==> src/rtl/perceptron_pkg.sv <==
// perceptron_pkg: scheduler state encoding and datapath widths shared with the mult array and activation.
package perceptron_pkg;
    localparam logic [2:0] S_IDLE  = 3'd0;
    localparam logic [2:0] S_CLEAR = 3'd1;
    localparam logic [2:0] S_ISSUE = 3'd2;
    localparam logic [2:0] S_DRAIN = 3'd3;
    localparam logic [2:0] S_BIAS  = 3'd4;
    localparam logic [2:0] S_DONE  = 3'd5;
    localparam int PKG_PSUM_W = 22;
    localparam int PKG_ACC_W  = 25;
    localparam logic signed [PKG_ACC_W-1:0] PKG_BIAS = 25'sd2048;
endpackage

==> src/rtl/perceptron_sched_mac_valid_pipe.sv <==
// mac_valid_pipe: tracks which cycles carry a real psum from the ROM + mult array.
module mac_valid_pipe #(
    parameter int DEPTH = 2
) (
    input  logic clk,
    input  logic rst_n,
    input  logic flush,
    input  logic din,
    output logic dout
);
    logic [DEPTH-1:0] pipe_q, pipe_d;

    always_comb pipe_d = flush ? '0 : DEPTH'({pipe_q, din});

    always_ff @(posedge clk or negedge rst_n)
        if (!rst_n) pipe_q <= '0;
        else        pipe_q <= pipe_d;

    assign dout = pipe_q[DEPTH-1];
endmodule

==> src/rtl/perceptron_sched.sv <==
// perceptron_sched: walks an image's ROM rows through the shared mult array and returns biased sum + class.
// Optional abort input enabled by PERCEPTRON_SCHED_ABORT_EN.
module perceptron_sched import perceptron_pkg::*; #(
    parameter int NUM_CHUNKS = 4,
    parameter int CHUNK_W    = 2,
    parameter int IMG_W      = 6,
    parameter int PSUM_W     = PKG_PSUM_W,
    parameter int ACC_W      = PKG_ACC_W,
    parameter int MAC_LAT    = 2,
    parameter logic signed [ACC_W-1:0] BIAS = PKG_BIAS
) (
    input  logic                       clk_12MHz,
    input  logic                       rst_n,
`ifdef PERCEPTRON_SCHED_ABORT_EN
    input  logic                       abort,
`endif
    input  logic                       req_valid,
    output logic                       req_ready,
    input  logic [IMG_W-1:0]           req_image,
    output logic                       rom_en,
    output logic [IMG_W+CHUNK_W-1:0]   rom_addr,
    output logic                       mult_rst,
    input  logic signed [PSUM_W-1:0]   psum,
    output logic                       res_valid,
    input  logic                       res_ready,
    output logic signed [ACC_W-1:0]    res_acc,
    output logic                       res_class
);
    generate
        if (ACC_W != PSUM_W + CHUNK_W + 1 || (1 << CHUNK_W) != NUM_CHUNKS || MAC_LAT > NUM_CHUNKS) begin : g_bad_cfg
            $error("perceptron_sched: inconsistent ACC_W/CHUNK_W/NUM_CHUNKS/MAC_LAT");
        end
    endgenerate

    logic [2:0]               state_q, state_d;
    logic [IMG_W-1:0]         img_q, img_d;
    logic [CHUNK_W-1:0]       chunk_q, chunk_d;
    logic signed [ACC_W-1:0]  acc_q, acc_d, res_acc_q, res_acc_d, biased;
    logic                     res_class_q, res_class_d;
    logic                     abort_w, pipe_out;

`ifdef PERCEPTRON_SCHED_ABORT_EN
    assign abort_w = abort && state_q != S_IDLE;
`else
    assign abort_w = 1'b0;
`endif

    assign biased = acc_q + BIAS;

    always_comb begin
        state_d     = state_q;
        img_d       = img_q;
        chunk_d     = chunk_q;
        acc_d       = pipe_out ? acc_q + {{(ACC_W-PSUM_W){psum[PSUM_W-1]}}, psum} : acc_q;
        res_acc_d   = res_acc_q;
        res_class_d = res_class_q;
        case (state_q)
            S_IDLE: if (req_valid) begin
                img_d   = req_image;
                acc_d   = '0;
                state_d = S_CLEAR;
            end
            S_CLEAR: begin
                chunk_d = '0;
                state_d = S_ISSUE;
            end
            S_ISSUE: begin
                chunk_d = chunk_q + 1'b1;
                if (chunk_q == CHUNK_W'(NUM_CHUNKS-1)) state_d = S_DRAIN;
            end
            // chunk wraps to 0 on leaving ISSUE, so it doubles as the drain counter
            S_DRAIN: begin
                chunk_d = chunk_q + 1'b1;
                if (chunk_q == CHUNK_W'(MAC_LAT-1)) state_d = S_BIAS;
            end
            S_BIAS: begin
                acc_d       = biased;
                res_acc_d   = biased;
                res_class_d = !biased[ACC_W-1] && biased != '0;
                state_d     = S_DONE;
            end
            S_DONE: if (res_ready) state_d = S_IDLE;
            default: state_d = S_IDLE;
        endcase
        if (abort_w) state_d = S_IDLE;
    end

    always_ff @(posedge clk_12MHz or negedge rst_n)
        if (!rst_n) begin
            state_q     <= S_IDLE;
            img_q       <= '0;
            chunk_q     <= '0;
            acc_q       <= '0;
            res_acc_q   <= '0;
            res_class_q <= 1'b0;
        end else begin
            state_q     <= state_d;
            img_q       <= img_d;
            chunk_q     <= chunk_d;
            acc_q       <= acc_d;
            res_acc_q   <= res_acc_d;
            res_class_q <= res_class_d;
        end

    mac_valid_pipe #(.DEPTH(MAC_LAT)) u_pipe (
        .clk   (clk_12MHz),
        .rst_n (rst_n),
        .flush (abort_w),
        .din   (rom_en),
        .dout  (pipe_out)
    );

    assign req_ready = state_q == S_IDLE;
    assign rom_en    = state_q == S_ISSUE && !abort_w;
    assign rom_addr  = rom_en ? {img_q, chunk_q} : '0;
    assign mult_rst  = state_q == S_CLEAR;
    assign res_valid = state_q == S_DONE;
    assign res_acc   = res_acc_q;
    assign res_class = res_class_q;
endmodule

==> config.mk <==
export PLATFORM = sky130hd
export DESIGN_NAME = perceptron_sched
export DESIGN_NICKNAME = d
export VERILOG_FILES = /design/src/rtl/perceptron_pkg.sv /design/src/rtl/perceptron_sched_mac_valid_pipe.sv /design/src/rtl/perceptron_sched.sv
export SDC_FILE = /design/constraint.sdc
export NUM_CORES = 1
export LEC_CHECK = 0
export CAP_MARGIN = 10
export CORE_ASPECT_RATIO = 0.7
export CORE_MARGIN = 2
export CORE_UTILIZATION = 57
export DETAILED_ROUTE_END_ITERATION = 10
export PLACE_DENSITY = 0.85
export SETUP_SLACK_MARGIN = 0.2
export SYNTH_ARGS = -nofsm -noshare
export SYNTH_HDL_FRONTEND = slang
export SYNTH_SLANG_ARGS = --single-unit
==> constraint.sdc <==
create_clock -name clk_12MHz -period 6.08 [get_ports clk_12MHz]
set_input_delay 0.912 -clock clk_12MHz [delete_from_list [all_inputs] [get_ports clk_12MHz]]
set_output_delay 0.912 -clock clk_12MHz [all_outputs]
set_load 0.005 [all_outputs]
==> impl_results.html <==
<table>
<tr><th>Metric</th><th>Value</th></tr>
<tr><th colspan="2">Status</th></tr>
<tr><td>Status</td><td>complete, no violations</td></tr>
<tr><th colspan="2">Yosys</th></tr>
<tr><td>Adder and majority cell fraction of the synthesized area</td><td>0.0854</td></tr>
<tr><td>Post-synth design cell area</td><td>4190 um^2</td></tr>
<tr><td>Total number of yosys warnings</td><td>0</td></tr>
<tr><td>Post-synth ARST share</td><td>1.00</td></tr>
<tr><td>Number of enable-type register cells in the synthesized netlist</td><td>0</td></tr>
<tr><td>Sequential cell area fraction in the yosys report</td><td>0.382</td></tr>
<tr><td>Mux cell area share after synthesis</td><td>0.0161</td></tr>
<tr><td>Combinational family with the most area after synthesis</td><td>compound AO/OA/AOI/OAI gates</td></tr>
<tr><td>Post-synthesis sequential element count</td><td>64</td></tr>
<tr><td>Cell count after synthesis</td><td>484</td></tr>
<tr><td>Most common flop cell mapped by yosys</td><td>sky130_fd_sc_hd__dfrtp_1</td></tr>
<tr><td>Synth Area in Simple Gates</td><td>0.194</td></tr>
<tr><td>Net count of the mapped netlist</td><td>544</td></tr>
<tr><td>Syn avg cell area</td><td>8.66 um^2</td></tr>
<tr><td>Share of the synthesized area in compound gates (AO/OA/AOI/OAI)</td><td>0.224</td></tr>
<tr><td>Share of the synthesized netlist area taken by xor and xnor gates</td><td>0.0669</td></tr>
<tr><td>Number of distinct library cell variants in the gate-level netlist after synthesis</td><td>61</td></tr>
<tr><th colspan="2">Drt</th></tr>
<tr><td>WL final</td><td>10,900 um</td></tr>
<tr><td>Total number of vias</td><td>3,924</td></tr>
<tr><td>Iteration count of the initial detailed-routing pass</td><td>4</td></tr>
<tr><td>Number of DRC violations after detailed-routing iteration 0</td><td>326</td></tr>
<tr><td>Avg Vias per Cell</td><td>6.11</td></tr>
<tr><td>Residual DRC</td><td>0</td></tr>
<tr><td>Average detailed-routed wire length per instance</td><td>17.0 um</td></tr>
<tr><td>Post-route antenna net violation count</td><td>0</td></tr>
<tr><th colspan="2">Hold path</th></tr>
<tr><td>Path category of the worst min-delay check</td><td>reg2reg</td></tr>
<tr><th colspan="2">STA</th></tr>
<tr><td>Worst Tran Pin Value</td><td>0.814 ns</td></tr>
<tr><td>Summed negative setup slack over all endpoints</td><td>0 ns</td></tr>
<tr><td>Final worst path period share</td><td>0.578</td></tr>
<tr><td>Maximum operating frequency</td><td>285 MHz</td></tr>
<tr><td>Setup slack after layout</td><td>2.57 ns</td></tr>
<tr><td>Max-slew violation total from the final report</td><td>0</td></tr>
<tr><td>Setup Skew</td><td>0.0126 ns</td></tr>
<tr><td>Setup violations, final</td><td>0</td></tr>
<tr><td>RSZ-0062 raised after global routing</td><td>no</td></tr>
<tr><td>Count of endpoints failing hold in the final timing report</td><td>0</td></tr>
<tr><td>Crit path time final</td><td>3.51 ns</td></tr>
<tr><td>Max_slew headroom</td><td>0.457</td></tr>
<tr><th colspan="2">Clocking</th></tr>
<tr><td># H-tree levels</td><td>3</td></tr>
<tr><td>Root Buffer Master</td><td>sky130_fd_sc_hd__clkbuf_8</td></tr>
<tr><td>CTS Buf Count</td><td>9</td></tr>
<tr><td>Hold-fix buffer count after cts</td><td>0</td></tr>
<tr><td>Post-CTS Repair Setup Buffers</td><td>0</td></tr>
<tr><td>Number of gates resized after CTS</td><td>0</td></tr>
<tr><td>Clock transition at the register clock pins on the worst setup and hold paths after CTS</td><td>0.08 ns</td></tr>
<tr><td>TritonCTS clock tree</td><td>built</td></tr>
<tr><td>Insertion delay of the later-clocked pin in the worst-skew pair</td><td>0.36 ns</td></tr>
<tr><td>Clock Sinks</td><td>64</td></tr>
<tr><td>Maximum buffer depth of the clock tree</td><td>2</td></tr>
<tr><th colspan="2">Critical path</th></tr>
<tr><td>Critical Path Sink</td><td>acc_q[18]$_DFF_PN0_</td></tr>
<tr><td>Terminus of the critical flop-to-flop path</td><td>acc_q[18]$_DFF_PN0_</td></tr>
<tr><td>Worst r2r path cells</td><td>10</td></tr>
<tr><td>Slowest stage cell, crit path</td><td>sky130_fd_sc_hd__fa_1</td></tr>
<tr><td>CP delay by family, top</td><td>compound AO/OA/AOI/OAI gates</td></tr>
<tr><td>Number of gates on the worst path with buffers counted</td><td>11</td></tr>
<tr><td>Number of buffers and inverters on the critical path</td><td>1</td></tr>
<tr><td>Worst-path fanout max</td><td>4</td></tr>
<tr><td>Source of the critical timing path</td><td>psum[0]</td></tr>
<tr><td>Data arrival, critical path</td><td>3.72 ns</td></tr>
<tr><td>Longest individual stage delay on the worst path</td><td>0.45 ns</td></tr>
<tr><td>Type of the worst setup path</td><td>in2reg</td></tr>
<tr><td>Crit path launch type</td><td>input port</td></tr>
<tr><td>Worst flop-to-flop path startpoint</td><td>acc_q[0]$_DFFE_PN0N_</td></tr>
<tr><td>Element type at the critical path end</td><td>register</td></tr>
<tr><td>Setup slack on the worst flop-to-flop path</td><td>3.13 ns</td></tr>
<tr><td>Cell-by-cell listing of the critical path</td><td>clkdlybuf4s50_1 -&gt; ha_1 -&gt; fa_1 -&gt; a211oi_2 -&gt; o21ai_2 -&gt; a31o_4 -&gt; a311o_1 -&gt; a21bo_1 -&gt; a21oi_1 -&gt; xor2_1 -&gt; o21ai_0</td></tr>
<tr><td>Data required time at the worst endpoint</td><td>6.28 ns</td></tr>
<tr><th colspan="2">Finish</th></tr>
<tr><td>Most frequent cells in the layout</td><td>sky130_fd_sc_hd__nand2_1 (76), sky130_fd_sc_hd__clkdlybuf4s50_1 (68), sky130_fd_sc_hd__dfrtp_1 (64)</td></tr>
<tr><td>Number of nets in the layout</td><td>599</td></tr>
<tr><td>Share of layout cells above drive strength 1</td><td>0.0607</td></tr>
<tr><td>Antenna fix cells</td><td>0</td></tr>
<tr><td>Signed area change from the synthesized netlist to the final layout</td><td>22.8%</td></tr>
<tr><td>Most frequent standard cell in the layout excluding fill and tap cells</td><td>sky130_fd_sc_hd__nand2_1</td></tr>
<tr><th colspan="2">Place</th></tr>
<tr><td>Worst Setup Slack post-DPL</td><td>2.23 ns</td></tr>
<tr><td>Placed wire-length estimate after detailed placement</td><td>7750 um</td></tr>
<tr><td>Routability Congestion</td><td>0.980</td></tr>
<tr><td>Count of input and output buffers</td><td>69</td></tr>
<tr><th colspan="2">GRT</th></tr>
<tr><td>Global route total overflow</td><td>0</td></tr>
<tr><td>Vias in the first global route</td><td>3,608</td></tr>
<tr><td>Maximum number of pins on one net before global-route repair</td><td>65</td></tr>
<tr><td>First-pass GRT wire length</td><td>17,700 um</td></tr>
<tr><td>GRT Overall Usage</td><td>0.286</td></tr>
<tr><td>Number of antenna violations at the first check in global routing</td><td>0</td></tr>
<tr><th colspan="2">Floorplanning</th></tr>
<tr><td>Ports placed on the boundary</td><td>70</td></tr>
<tr><td>Core box area</td><td>7220 um^2</td></tr>
<tr><td>Cell Rows</td><td>26</td></tr>
<tr><td>Chip height</td><td>75.7 um</td></tr>
<tr><td>Overall die width</td><td>106 um</td></tr>
<tr><td>Initial Util</td><td>0.580</td></tr>
<tr><td>Die footprint</td><td>8060 um^2</td></tr>
<tr><th colspan="2">Job</th></tr>
<tr><td>Maxcap violations</td><td>0</td></tr>
<tr><th colspan="2">Pwr</th></tr>
<tr><td>Design Power</td><td>2.72 mW</td></tr>
<tr><td>Total power divided by cell area</td><td>529 nW/um^2</td></tr>
<tr><td>Maximum resistive drop on vdd</td><td>0.276 mV</td></tr>
<tr><td>Leak pwr</td><td>2.34 nW</td></tr>
</table>
cell type report:
type / count / area, um^2
repair buffers: 71 / 701
inverters: 7 / 26.3
fillers: 556 / 2080
clock inverters: 5 / 86.3
well taps: 98 / 123
flip-flops and latches: 64 / 1600
multi-input cells: 386 / 2460
clock buffers: 11 / 151
where the power goes:
part           total [mW]  switching [mW]  leakage, nW  internal (mW)
registers           0.855           0.232        0.809          0.623
logic                1.42           0.723         1.41          0.697
clock network       0.447           0.190        0.121          0.257
cell usage after synthesis, drive strengths merged (2+ instances only):
| cell | n | area share |
|---|---|---|
| a22o | 2 | 0.0042 |
| o211ai | 5 | 0.0090 |
| mux2 | 6 | 0.016 |
| nor3 | 9 | 0.011 |
| a21oi | 31 | 0.037 |
| nand3b | 2 | 0.0036 |
| o21a | 3 | 0.0054 |
| a21o | 11 | 0.020 |
| buf | 2 | 0.0024 |
| nor2 | 29 | 0.026 |
| xor2 | 12 | 0.025 |
| a31o | 3 | 0.0084 |
| nand2b | 6 | 0.0090 |
| o21ai | 58 | 0.070 |
| o221ai | 2 | 0.0042 |
| nand3 | 7 | 0.0084 |
| and3 | 19 | 0.028 |
| a22oi | 7 | 0.013 |
| ha | 27 | 0.081 |
| a31oi | 2 | 0.0045 |
| a32oi | 2 | 0.0042 |
| a211oi | 4 | 0.0084 |
| inv | 7 | 0.0063 |
| and2 | 10 | 0.015 |
| nor4 | 2 | 0.0030 |
| o31ai | 2 | 0.0036 |
| nand4 | 4 | 0.0060 |
| nand2 | 76 | 0.068 |
| xnor2 | 20 | 0.042 |
| clkbuf | 25 | 0.023 |
| nor2b | 2 | 0.0030 |
| nor3b | 2 | 0.0036 |
| dfrtp | 64 | 0.38 |
per-stage QoR:
step | utilization | instance area [um^2] | cells | hold slack (ns)
global route | 0.713 | 5150 | 642 | 0.379
CTS | 0.713 | 5150 | 642 | 0.363
floorplan | - | 4190 | 484 | 0.331
detailed placement | 0.680 | 4910 | 626 | 0.337
global placement | 0.680 | 4910 | 626 | 0.339
finish | 0.713 | 5150 | 642 | 0.359
worst register-to-register path, delay by kind of cell, from the launching register on:
family	cells	cell delay [ns]
AO/OA/AOI/OAI	7	1.53
XOR/XNOR	1	0.15
adder cells (fa/ha/maj)	2	0.69
flip-flops	1	0.42
metal layers:
metal / vias up / routed length, um / GRT usage
li1: 1851 / - / -
met1: 1868 / 5120 / 0.413
met2: 190 / 4820 / 0.439
met3: 15 / 845 / 0.0659
met4: 0 / 127 / 0.0750
met5: - / 0 / 0
logic make-up (layout without fill, tap and decap cells):
kind of cell,Yosys count,count (layout)
muxes,6,6
xor gates and xnor gates,32,32
buffers and inverters,34,94
DFF,64,64
AOI/OAI and AO/OA,147,147
and+or+nand+nor,173,173
adders and majority gates,28,28
registers in the layout (all words and copies together) (netlist names):
name	count
acc_q	25
chunk_q	2
state_q	3
u_pipe.pipe_q	2
res_class	1
img_q	6
res_acc	25
worst min path at each step:
stage,start,endpoint,depth (start not counted)
floorplan,u_pipe.pipe_q[0]$_DFF_PN0_,u_pipe.pipe_q[1]$_DFF_PN0_,0
global placement,u_pipe.pipe_q[0]$_DFF_PN0_,u_pipe.pipe_q[1]$_DFF_PN0_,0
detailed placement,u_pipe.pipe_q[0]$_DFF_PN0_,u_pipe.pipe_q[1]$_DFF_PN0_,0
CTS,u_pipe.pipe_q[0]$_DFF_PN0_,u_pipe.pipe_q[1]$_DFF_PN0_,0
global route,u_pipe.pipe_q[0]$_DFF_PN0_,u_pipe.pipe_q[1]$_DFF_PN0_,0
finish,u_pipe.pipe_q[0]$_DFF_PN0_,u_pipe.pipe_q[1]$_DFF_PN0_,0
Power figures use the tool's default switching activity.
